**src/rtl/vcache_stat_trigger.sv**
```systemverilog
// rtl/vcache_stat_trigger.sv - vcache stats-dump producer: cycle counter, queued print-stat strobes with enforced gap.
// Optional trace printing is enabled by defining VCACHE_STAT_TRIGGER_TRACE_EN.
module vcache_stat_trigger #(
    parameter int data_width_p = 32,
    parameter int els_p        = 4,
    parameter int gap_p        = 4
) (
    input  logic                    clk_i,
    input  logic                    reset_n_i,
    input  logic                    v_i,
    input  logic [data_width_p-1:0] tag_i,
    output logic                    ready_o,
    output logic [31:0]             global_ctr_o,
    output logic                    print_stat_v_o,
    output logic [data_width_p-1:0] print_stat_tag_o,
    output logic                    busy_o,
    output logic [31:0]             emit_count_o
);

    localparam int ptr_w = $clog2(els_p);
    localparam int gap_w = (gap_p > 1) ? $clog2(gap_p) : 1;

    typedef enum logic [1:0] {
        IDLE = 2'd0,
        EMIT = 2'd1,
        GAP  = 2'd2
    } state_e;

    state_e                  state_q;
    logic [gap_w-1:0]        gap_cnt_q;
    logic [31:0]             global_ctr_q;
    logic [31:0]             emit_count_q;
    logic                    print_v_q;
    logic [data_width_p-1:0] print_tag_q;

    logic [data_width_p-1:0] mem [els_p];
    logic [ptr_w-1:0]        rptr_q;
    logic [ptr_w-1:0]        wptr_q;
    logic [ptr_w:0]          count_q;

    logic                    full;
    logic                    empty;
    logic                    enq;
    logic                    deq;
    logic [ptr_w-1:0]        rptr_nxt;
    logic [ptr_w:0]          count_after;
    logic [data_width_p-1:0] head_after;

    assign full        = (count_q == (ptr_w+1)'(els_p));
    assign empty       = (count_q == '0);
    assign enq         = v_i & ~full;
    assign deq         = (state_q == EMIT);
    assign rptr_nxt    = rptr_q + ptr_w'(1);
    assign count_after = count_q - (ptr_w+1)'(1) + (ptr_w+1)'(enq);
    // With a single entry left, the next head is the word being written this cycle.
    assign head_after  = (count_q > (ptr_w+1)'(1)) ? mem[rptr_nxt] : tag_i;

    always_ff @(posedge clk_i) begin
        if (enq) begin
            mem[wptr_q] <= tag_i;
        end
    end

    always_ff @(posedge clk_i) begin
        if (!reset_n_i) begin
            rptr_q  <= '0;
            wptr_q  <= '0;
            count_q <= '0;
        end else begin
            if (enq) wptr_q <= wptr_q + ptr_w'(1);
            if (deq) rptr_q <= rptr_nxt;
            count_q <= count_q + (ptr_w+1)'(enq) - (ptr_w+1)'(deq);
        end
    end

    always_ff @(posedge clk_i) begin
        if (!reset_n_i) begin
            state_q      <= IDLE;
            gap_cnt_q    <= '0;
            global_ctr_q <= '0;
            emit_count_q <= '0;
            print_v_q    <= 1'b0;
            print_tag_q  <= '0;
        end else begin
            global_ctr_q <= global_ctr_q + 32'd1;
            print_v_q    <= 1'b0;
            case (state_q)
                IDLE: begin
                    if (!empty) begin
                        state_q     <= EMIT;
                        print_v_q   <= 1'b1;
                        print_tag_q <= mem[rptr_q];
                    end
                end
                EMIT: begin
                    emit_count_q <= emit_count_q + 32'd1;
                    if (gap_p > 0) begin
                        state_q   <= GAP;
                        gap_cnt_q <= gap_w'((gap_p > 0) ? gap_p - 1 : 0);
                    end else if (count_after != '0) begin
                        state_q     <= EMIT;
                        print_v_q   <= 1'b1;
                        print_tag_q <= head_after;
                    end else begin
                        state_q <= IDLE;
                    end
                end
                GAP: begin
                    if (gap_cnt_q == '0) begin
                        if (!empty) begin
                            state_q     <= EMIT;
                            print_v_q   <= 1'b1;
                            print_tag_q <= mem[rptr_q];
                        end else begin
                            state_q <= IDLE;
                        end
                    end else begin
                        gap_cnt_q <= gap_cnt_q - gap_w'(1);
                    end
                end
                default: state_q <= IDLE;
            endcase
        end
    end

`ifdef VCACHE_STAT_TRIGGER_TRACE_EN
    always_ff @(posedge clk_i) begin
        if (reset_n_i) begin
            if (state_q == EMIT) begin
                $display("[BSG_INFO][VCACHE_STAT_TRIGGER] t=%0t tag=%0h ctr=%0d n=%0d",
                         $time, print_tag_q, global_ctr_q, emit_count_q);
            end
            if (v_i && !ready_o) begin
                $display("[BSG_WARN][VCACHE_STAT_TRIGGER] t=%0t request backpressured, queue full", $time);
            end
        end
    end
`endif

    assign ready_o          = ~full;
    assign busy_o           = ~empty | (state_q != IDLE);
    assign global_ctr_o     = global_ctr_q;
    assign emit_count_o     = emit_count_q;
    assign print_stat_v_o   = print_v_q;
    assign print_stat_tag_o = print_tag_q;

endmodule

```
**config.mk**
```make
export PLATFORM = sky130hd
export DESIGN_NAME = vcache_stat_trigger
export DESIGN_NICKNAME = d
export VERILOG_FILES = /design/src/rtl/vcache_stat_trigger.sv
export SDC_FILE = /design/constraint.sdc
export NUM_CORES = 1
export LEC_CHECK = 0
export BUFFER_PORTS_ARGS = -buffer_cell sky130_fd_sc_hd__buf_2
export CORE_ASPECT_RATIO = 1.1
export CORE_MARGIN = 5
export CORE_UTILIZATION = 57
export DETAILED_ROUTE_END_ITERATION = 10
export GPL_TIMING_DRIVEN = 1
export PLACE_DENSITY = 0.8
export SYNTH_ARGS = -nofsm -noshare
export SYNTH_HDL_FRONTEND = slang
export SYNTH_SLANG_ARGS = --single-unit
```
**constraint.sdc**
```tcl
create_clock -name clk_i -period 2.4 [get_ports clk_i]
set_input_delay 0.12 -clock clk_i [delete_from_list [all_inputs] [get_ports clk_i]]
set_output_delay 0.12 -clock clk_i [all_outputs]
set_load 0.02 [all_outputs]
```
## Word level (Yosys, flattened, before mapping)

Memory sizes are Yosys's and may differ from the RTL's. A register that Yosys moved wholly into a read port is not among the register bits.
Index checks and enable logic that the tools add are counted.

| operators by class | value |
|---|---|
| add/subtract/negate cells | 7 |
| eq/ne operators | 6 |
| multiplexer cells | 16 |
| bitwise operators | 4 |
| reductions and logical operators | 9 |

Operators with widths:

| kind | count |
|---|---|
| adder 32 x 1 -> 32 bit, second input constant | 2 |
| two-way mux 32 bit | 2 |
| one-hot mux 32 bit (2 select lines) | 1 |
| two-way mux 2 bit | 5 |
| != test 2 bit, second input constant | 3 |
| one-hot mux 2 bit (3 select lines) | 1 |
| AND reduction 2 bit | 3 |
| nonzero test 2 bit | 3 |
| two-way mux 1 bit | 5 |
| adder 2 x 1 -> 2 bit, second input constant | 2 |
| logical NOT 2 bit | 2 |
| one-hot mux 2 bit (2 select lines) | 1 |
| adder 3 x 1 -> 3 bit | 1 |
| equality test 3 bit, second input constant | 1 |
| logical NOT 3 bit | 1 |
| subtractor 3 x 1 -> 3 bit | 1 |
| equality test 2 x 1 -> 1 bit, second input constant | 1 |
| equality test 2 bit, second input constant | 1 |
| NOT 1 bit | 2 |
| one-hot mux 1 bit (2 select lines) | 1 |
| subtractor 2 x 1 -> 2 bit, second input constant | 1 |
| AND 1 bit | 1 |
| OR 1 bit | 1 |

| word-level totals | value |
|---|---|
| register bits | 108 |
| bits in writable memories | 128 |
| output and inout bits | 99 |
| memories | 1 |

Memories:

| name | depth | bits a word | rd ports | clocked after memory_dff | wr ports | line | RTL |
|---|---|---|---|---|---|---|---|
| mem | 4 | 32 | 1 | 1 | 1 | 36 | `logic [data_width_p-1:0] mem [els_p];` |

## Logic depth before layout (Yosys ltp)

Gate-level depths: netlist of run 1.

| depth | value |
|---|---|
| depth after elaboration | 5 |
| gate-level depth with buffers | 10 |
| gate-level depth less buffers | 10 |

## Worst setup path after synthesis of run 1

No wires, ideal clock.

| timing | value |
|---|---|
| kind | register -> register |
| start point | register count_q[2] |
| end point | register count_q[2] |
| setup time | 128 ps |
| arrival | 2160 ps |
| required time | 2272 ps |
| setup slack | 113 ps |
| stages on the path, launching flop included | 11 |
| buffers on the path | 0 |
| cell sequence | dfxtp_1 -> or3b_1 -> and2_1 -> inv_1 -> ha_1 -> inv_1 -> ha_1 -> fa_1 -> xnor2_1 -> xnor2_1 -> nor2_1 |

| on the way | value |
|---|---|
| word-level cells in the longest chain between the ends | 5 |

Ends and longest elaborated chain:

| element | line | RTL |
|---|---|---|
| from (decl) | 39 | `logic [ptr_w:0] count_q;` |
| from (signal assigned) | 72 | `count_q <= count_q + (ptr_w+1)'(enq) - (ptr_w+1)'(deq);` |
| equality test 3 bit | 49 | `assign full = (count_q == (ptr_w+1)'(els_p));` |
| NOT 1 bit | -- |  |
| net ready_o | 12 | `output logic ready_o,` |
| AND 1 bit | 51 | `assign enq = v_i & ~full;` |
| adder 3 x 1 -> 3 bit | 72 |  |
| subtractor 3 x 1 -> 3 bit | 72 |  |

The timed path passes the listed nets, and every way through them passes these cells.
A chain may end at the register's enable or synchronous reset.

## Worst setup path after layout of run 1

| timing | value |
|---|---|
| start point | register count_q[1] |
| end point | register count_q[2] |

| on the way | value |
|---|---|
| word-level cells in the longest chain between the ends | 5 |

Ends and longest elaborated chain:

| element | line |
|---|---|
| equality test 3 bit | 49 |
| NOT 1 bit | 51 |
| AND 1 bit | 51 |
| adder 3 x 1 -> 3 bit * | 72 |
| subtractor 3 x 1 -> 3 bit * | 72 |

Mark *: on every way between the ends. The rest lies on a longest branch, timed or not.

==> flow_summary.json, run 1 <==
{
  "status": "completed",
  "start_util_pct": 57.7,
  "syn_area_per_cell_um2": 12.8,
  "core_um2": 16300,
  "fill_cells": 1107,
  "crit_fanout": 4,
  "placed_area_um2": 10300,
  "hp-class": "in2reg",
  "synth_warnings": 0,
  "grt_pass1_wl_um": 33200,
  "place_ws_ns": 0.0982,
  "rsz0062_at_grt": "no",
  "cp-start-kind": "flop",
  "path_class": "reg2reg",
  "required_ns": 2.76,
  "finalCritPeriodShare_pct": 93.7,
  "power_leakage_uw": 0.00436,
  "insertion_delay_ns": 0.51,
  "grt_pass1_vias": 6357,
  "maxCapViolations": 0,
  "htree_levels": 1,
  "syn_inst": 736,
  "seq_area_frac_synth_pct": 64.3,
  "fin_util_pct": 71.2,
  "setup_viol": 0,
  "worst-slew-pin-transition_ns": 0.718,
  "final.setup.tns_ns": 0,
  "first_pass_iters": 5,
  "power_uw": 12200,
  "wl_per_cell_um": 18.2,
  "synth.distinct_cells": 40,
  "viasPerCell": 5.72,
  "fin_worst_skew_ns": 0.0157,
  "ios": 134,
  "root_buffer": "clkbuf_16",
  "dp_hpwl_um": 12100,
  "clock_sinks": 238,
  "setup_slack_ns": 0.151,
  "fmax_mhz": 445,
  "final_nets": 950,
  "vias": 6447,
  "place_congestion": 0.787,
  "num_rows": 49,
  "die-area_um2": 19200,
  "multiInputGateArea_um2": 3150,
  "hold_viol": 0,
  "slew_headroom_pct": 52.2,
  "cts_tree": "yes",
  "syn_area_um2": 9400,
  "ctsLongestPathBuffers": 3,
  "rrSetupSlack_ns": 0.15,
  "end_kind": "flop",
  "drc": 0,
  "syn-num-nets": 781,
  "port_buffers": 133,
  "arrival_ns": 2.61,
  "layout.area.seq_um2": 6050,
  "min_period_ns": 2.25,
  "ant_nets": 0,
  "stdcell_area_um2": 11600,
  "vdd_drop_max_mv": 0.829,
  "synthArstFlopShare_pct": 0,
  "routed_wl_um": 20500,
  "die_h_um": 145,
  "synth_flop_cell": "edfxtp_1",
  "cts_made_buffers": 24,
  "layout-drive-gt1-share_pct": 25.5,
  "areaGrowthSynthToFinish_pct": 23.4,
  "clk_pin_slew_ns": 0.06,
  "antenna_found_initial": 0,
  "overflow": 0,
  "grtUsageTotal_pct": 21.4,
  "p_per_area_nw_per_um2": 1050,
  "grt_max_degree": 58,
  "die_x_um": 132,
  "finalMaxSlewViolations": 0,
  "drtIter0Drc": 408,
  "synth_seq_cells": 238,
  "synth_edf_count": 128
}
cells in the final DEF (no fill, tap or decap), types with 3 or more instances in the layout:
cell type and n:
a21oi_1 55, and2_1 5, and3_1 8, and4_1 7, buf_12 3, buf_2 133, buf_4 15, bufinv_16 6
clkbuf_1 4, clkbuf_16 27, clkinv_2 3, dfxtp_1 108, dlygate4sd3_1 32, edfxtp_1 128, ha_1 9, inv_1 14
mux2i_1 14, mux4_2 32, nand2_1 103, nand2b_1 17, nand3_1 22, nand4_1 14, nor2_1 35, nor3_1 7
nor4_1 11, o21ai_0 10, o311ai_0 5, o31ai_1 12, o41ai_1 6, or2_2 3, or3_1 14, or4_1 13
xnor2_1 15, xor2_1 12
stage by stage:
stage / instances / hold slack (ns)
global placement: 1051 / 0.335
finish: 1128 / 0.0891
global route: 1127 / 0.0979
CTS: 1127 / 0.0724
detailed placement: 1051 / 0.336
floorplan: 736 / 0.219
critical path: stages (launching register included):
cell,delay (ns)
dfxtp_1,0.35
or3b_1,0.39
and2_1,0.21
inv_1,0.08
ha_1,0.13
inv_1,0.03
ha_1,0.18
fa_2,0.35
xnor2_2,0.15
xnor2_1,0.17
nor2_1,0.06
cell usage after synthesis, types with 2 or more instances:
cell | count | area [µm²]
edfxtp_1 | 128 | 3840
o41ai_1 | 6 | 52.6
nand4_1 | 14 | 87.6
nand3_1 | 22 | 110
inv_1 | 15 | 56.3
nor3_1 | 7 | 35.0
mux2i_1 | 14 | 140
nand2_1 | 103 | 387
o31ai_1 | 12 | 90.1
or2_2 | 3 | 18.8
o311ai_0 | 5 | 43.8
nor2b_1 | 2 | 12.5
and3_1 | 8 | 50.1
nor2_1 | 35 | 131
and4_1 | 7 | 61.3
and2_1 | 5 | 31.3
clkbuf_1 | 30 | 113
nor4_1 | 11 | 68.8
buf_1 | 4 | 15.0
xor2_1 | 12 | 105
xnor2_1 | 16 | 140
nand4_2 | 2 | 25.0
o21ai_0 | 10 | 50.1
a21oi_1 | 55 | 275
or3_1 | 14 | 87.6
ha_1 | 9 | 113
nand2b_1 | 17 | 106
or4_1 | 13 | 97.6
dfxtp_1 | 110 | 2200
mux4_2 | 32 | 721
buf_2 | 6 | 30.0
sequential cells by signal (all words and copies together) (netlist names), named ones only:
name              cells
mem                 128
global_ctr_o         32
emit_count_o         32
rptr_q                2
wptr_q                2
print_stat_tag_o     32
state_q               2
print_stat_v_o        1
gap_cnt_q             2
count_q               3
area by class of cell:
class                   count  share of cell area, %
clock buffers              34                   6.25
flip-flops and latches    238                   52.1
inverters                  15                  0.485
repair buffers            183                   9.98
clock inverters            10                   1.76
well taps                 204                   2.20
multi-input cells         443                   27.2
diodes                      1                 0.0216
power by group:
part | total, µW | leakage, µW | switching, µW | internal (µW)
logic | 2800 | 0.00183 | 1680 | 1120
clock network | 4270 | 0.000457 | 1520 | 2760
registers | 5160 | 0.00207 | 278 | 4880
path summary, 6_finish.rpt:
check / startpoint / endpoint / cells after the start
setup / recovery: count_q[1] / count_q[2] / 10
hold reg to reg: print_stat_tag_o[14] / print_stat_tag_o[14] / 2
hold / removal: v_i / wptr_q[1] / 4
setup reg to reg: count_q[1] / count_q[2] / 10
kinds of logic after synthesis:
family,synth area share [%]
and+or+nand+nor,14.6
xor gates and xnor gates,2.61
DFF,64.3
muxes,9.15
adders and majority gates,1.41
AOI/OAI and AO/OA,5.62
buffers and inverters,2.28
timing repair:
item / CTS / global route
gates resized for setup: 0 / 3
hold endpoints to repair: 128 / 0
buffers inserted: 0 / 0
endpoints found under the setup margin: 0 / 1
hold buffers: 32 / 0
per-layer routing:
layer | global-route usage (%) | share of wire [%] | up-vias
li1 | - | - | 3059
met1 | 27.5 | 41 | 3145
met2 | 38.5 | 51 | 222
met3 | 3.91 | 7.1 | 21
met4 | 4.70 | 1.2 | 0
met5 | 0 | 0 | -
(Power assumes the default switching activity.)
==> run 2, diff against run 1 <==
CORE_MARGIN = default   (was 5)
==> flow_summary.json, run 2 (synthesized netlist as in run 1, its figures left out) <==
{
  "status": "completed",
  "port_buffers": 133,
  "largest_reg_flops": 128,
  "core_um2": 15900,
  "regMostFlops": "mem",
  "drc": 0,
  "slew_headroom_pct": 41.1,
  "routed_wl_um": 19800,
  "power_leakage_uw": 0.00423,
  "final_common_cell": "buf_2",
  "arrival_ns": 2.60,
  "fill_cells": 1075,
  "finalMaxSlewViolations": 0,
  "fmax_mhz": 450,
  "clk_pin_slew_ns": 0.06,
  "ant_nets": 0,
  "hp-class": "in2reg",
  "hold_viol": 0,
  "die_x_um": 124,
  "start_util_pct": 59.1,
  "insertion_delay_ns": 0.50,
  "cts_made_buffers": 23,
  "path_class": "reg2reg",
  "finalCritPeriodShare_pct": 92.5,
  "cp-start-kind": "flop",
  "grt_pass1_vias": 6238,
  "final_nets": 944,
  "ios": 134,
  "end_kind": "flop",
  "viasPerCell": 5.73,
  "grt_pass1_wl_um": 31700,
  "place_congestion": 0.781,
  "crit_fanout": 4,
  "final_cell_mix": "buf_2 (133), edfxtp_1 (128), dfxtp_1 (108)",
  "layout-drive-gt1-share_pct": 24.9,
  "rsz0062_at_grt": "no",
  "dp_hpwl_um": 12000,
  "grtUsageTotal_pct": 23.5,
  "fin_worst_skew_ns": 0.00739,
  "met3_length_um": 1190,
  "clock_sinks": 238,
  "wl_per_cell_um": 17.8,
  "ctsLongestPathBuffers": 3,
  "cts_resized": 0,
  "drtIter0Drc": 386,
  "vias": 6391,
  "maxCapViolations": 0,
  "first_pass_iters": 5,
  "num_rows": 48,
  "wl_met1_um": 8100,
  "stdcell_area_um2": 11400,
  "root_buffer": "clkbuf_16",
  "cts_tree": "yes",
  "grt_max_degree": 49,
  "overflow": 0,
  "worst-slew-pin-transition_ns": 0.884,
  "vdd_drop_max_mv": 0.687,
  "routed.top_layer": "met4",
  "route.met2.wl_um": 10100,
  "diodes": 0,
  "final.setup.tns_ns": 0,
  "p_per_area_nw_per_um2": 1010,
  "min_period_ns": 2.22,
  "setup_viol": 0,
  "htree_levels": 1,
  "required_ns": 2.78,
  "hold_ws_ns": 0.0874,
  "areaGrowthSynthToFinish_pct": 21.1,
  "antenna_found_initial": 0,
  "fin_util_pct": 71.5,
  "placed_area_um2": 10300,
  "die-area_um2": 17000,
  "die_h_um": 137
}
-- run 2: changes by cell type in the layout (fill, tap and decap cells not counted), sizes merged --
cell	change
diode	-1
buf	-5
clkinv	+4
clkinvlp	+3
bufinv	-2
clkbuf	-8
-- run 2: where the power goes --
group          leakage [µW]  switching (µW)  internal [µW]
Clock              0.000370            1460           2180
Combinational       0.00179            1620           1080
Sequential          0.00207             297           4880
-- run 2: worst paths after layout --
path              slack (ns)  depth (start not counted)                  from                    to
setup / recovery        0.18                         10            count_q[1]            count_q[2]
hold / removal          0.09                          3             reset_n_i  print_stat_tag_o[20]
setup reg to reg        0.18                         10            count_q[1]            count_q[2]
hold reg to reg         0.45                          2  print_stat_tag_o[29]  print_stat_tag_o[29]
-- run 2: through the flow --
stage	total power, µW	cells	setup WS [ns]
6_report	11500	1115	0.179
5_1_grt	12000	1115	0.00913
3_3_place_gp	7840	1042	0.230
3_5_place_dp	7920	1042	0.167
4_1_cts	11600	1115	0.173
2_1_floorplan	7010	736	0.113
-- run 2: timing repair --
action | 4_1_cts | 5_1_grt
hold buffers | 32 | 0
buffers inserted | 0 | 0
setup endpoints to repair | 0 | 0
endpoints found under the hold margin | 128 | 0
-- run 2: final cells by class --
cell class,instances,area [µm²],share of cell area (%)
Sequential cell,238,6050,53.1
Multi-Input combinational cell,443,3150,27.6
Tap cell,200,250,2.20
Clock buffer,26,587,5.15
Inverter,15,56.3,0.495
Clock inverter,15,175,1.54
Timing Repair Buffer,178,1120,9.85
-- run 2: per-layer routing --
layer / up-vias / global-route usage, %
li1: 3058 / -
met1: 3078 / 29.9
met2: 223 / 41.7
met3: 32 / 3.99
met4: 0 / 6.89
met5: - / 0
-- run 2: critical path: stages (launching register included) --
cell	delay (ns)
dfxtp_1	0.35
or3b_1	0.37
and2_1	0.20
inv_1	0.08
ha_1	0.13
inv_1	0.04
ha_1	0.18
fa_1	0.38
xnor2_1	0.17
xnor2_1	0.14
nor2_1	0.05
==> run 3, diff against run 2 <==
CORE_UTILIZATION = 35   (was 57)
PLACE_DENSITY = 0.54   (was 0.8)
==> flow_summary.json, run 3 (synthesized netlist as in run 1, its figures left out) <==
{
  "insertion_delay_ns": 0.52,
  "overflow": 0,
  "viasPerCell": 4.94,
  "largest_reg_flops": 128,
  "first_pass_iters": 4,
  "status": "completed",
  "hold_viol": 0,
  "port_buffers": 133,
  "die-area_um2": 27500,
  "areaGrowthSynthToFinish_pct": 26.5,
  "hp-class": "in2reg",
  "final.setup.tns_ns": 0,
  "worst-slew-pin-transition_ns": 0.754,
  "maxCapViolations": 0,
  "final_common_cell": "buf_2",
  "setup_viol": 0,
  "r2r_start": "count_q[2]",
  "p_per_area_nw_per_um2": 1040,
  "cpMaxStageDelayCell": "or3b_1",
  "grt_max_degree": 43,
  "cts_setup_buffers": 0,
  "crit_fanout": 3,
  "power_uw": 12300,
  "grt_pass1_wl_um": 32100,
  "fill_cells": 2473,
  "path_class": "reg2reg",
  "fmax_mhz": 454,
  "globalRouteMet3Util_pct": 2.82,
  "ctsLongestPathBuffers": 3,
  "fin_worst_skew_ns": 0.00724,
  "clock_sinks": 238,
  "grt_use_met2_pct": 25.4,
  "grtUsageTotal_pct": 14.8,
  "min_from": "v_i",
  "placed_area_um2": 10600,
  "die_x_um": 158,
  "finalCritPeriodShare_pct": 91.8,
  "drtIter0Drc": 407,
  "cts_resized": 0,
  "core_um2": 26200,
  "num_rows": 62,
  "routed_wl_um": 20500,
  "diodes": 0,
  "regMostFlops": "mem",
  "ios": 134,
  "layout-drive-gt1-share_pct": 26.4,
  "die_h_um": 174,
  "htree_levels": 1,
  "vdd_drop_max_mv": 0.554,
  "wl_per_cell_um": 16.0,
  "dp_hpwl_um": 12900,
  "min_period_ns": 2.20,
  "fin_util_pct": 45.4,
  "cts_made_buffers": 26,
  "start_util_pct": 35.9,
  "layout.area.seq_um2": 6050,
  "clk_pin_slew_ns": 0.06,
  "final_cell_mix": "buf_2 (133), edfxtp_1 (128), dfxtp_1 (108)",
  "grt_util_met1_pct": 19.2,
  "multiInputGateArea_um2": 3150,
  "end_kind": "flop",
  "drc": 0,
  "cts_tree": "yes",
  "crit_start": "count_q[2]",
  "ant_nets": 0,
  "root_buffer": "clkbuf_16",
  "place_congestion": 0.747,
  "power_leakage_uw": 0.00439,
  "antenna_found_initial": 0,
  "required_ns": 2.81,
  "vias": 6332,
  "stdcell_area_um2": 11900,
  "path_cells": "or3b_1 > and2_1 > inv_1 > ha_1 > inv_1 > ha_1 > fa_1 > xnor2_1 > xnor2_1 > nor2_1",
  "slowest_delay_ns": 0.37,
  "final_nets": 956,
  "arrival_ns": 2.61,
  "rsz0062_at_grt": "no",
  "cp-start-kind": "flop",
  "finalMaxSlewViolations": 0,
  "slew_headroom_pct": 49.7,
  "place_ws_ns": 0.206,
  "cts_hold_buffers": 32,
  "grt_busiest_layer": "met2",
  "setup_slack_ns": 0.197,
  "grt_pass1_vias": 6028
}
[run 3: final timing paths]
path                            depth (start not counted)  slack, ns                  end
worst min-delay path                                    4       0.05            wptr_q[1]
worst max-delay path                                   10       0.20           count_q[2]
worst max register to register                         10       0.20           count_q[2]
worst min register to register                          2       0.45  print_stat_tag_o[6]
[run 3: layer usage]
layer  up-vias  part of all wire, %
met5         -                    0
met4         0                  1.4
met3        26                  5.7
met2       155                   48
met1      3070                   45
li1       3081                    -
[run 3: critical path: cells and delay by family (launching register included)]
kind | cells | cell delay, ns
XOR/XNOR | 2 | 0.33
adder cells (fa/ha/maj) | 3 | 0.68
flip-flops | 1 | 0.35
AND/OR/NAND/NOR | 3 | 0.62
buffers and inverters | 2 | 0.12
[run 3: where the power goes]
group	switching (µW)	leakage, µW	total (µW)	internal [µW]
combinational	1580	0.00186	2700	1130
sequential	306	0.00207	5180	4870
clock	1620	0.000462	4460	2840
[run 3: layout make-up]
type                            instances  area share (%)
Inverter                               15           0.484
Multi-Input combinational cell        443            26.5
Timing Repair Buffer                  187            10.3
Sequential cell                       238            50.8
Clock buffer                           31            5.89
Tap cell                              352            3.70
Clock inverter                         17            2.28
[run 3: metrics by stage]
| step | cells | hold WS, ns |
|---|---|---|
| 2_1_floorplan | 736 | 0.219 |
| 3_3_place_gp | 1203 | 0.337 |
| 3_5_place_dp | 1203 | 0.339 |
| 4_1_cts | 1283 | 0.0299 |
| 5_1_grt | 1283 | 0.0665 |
| 6_report | 1283 | 0.0526 |
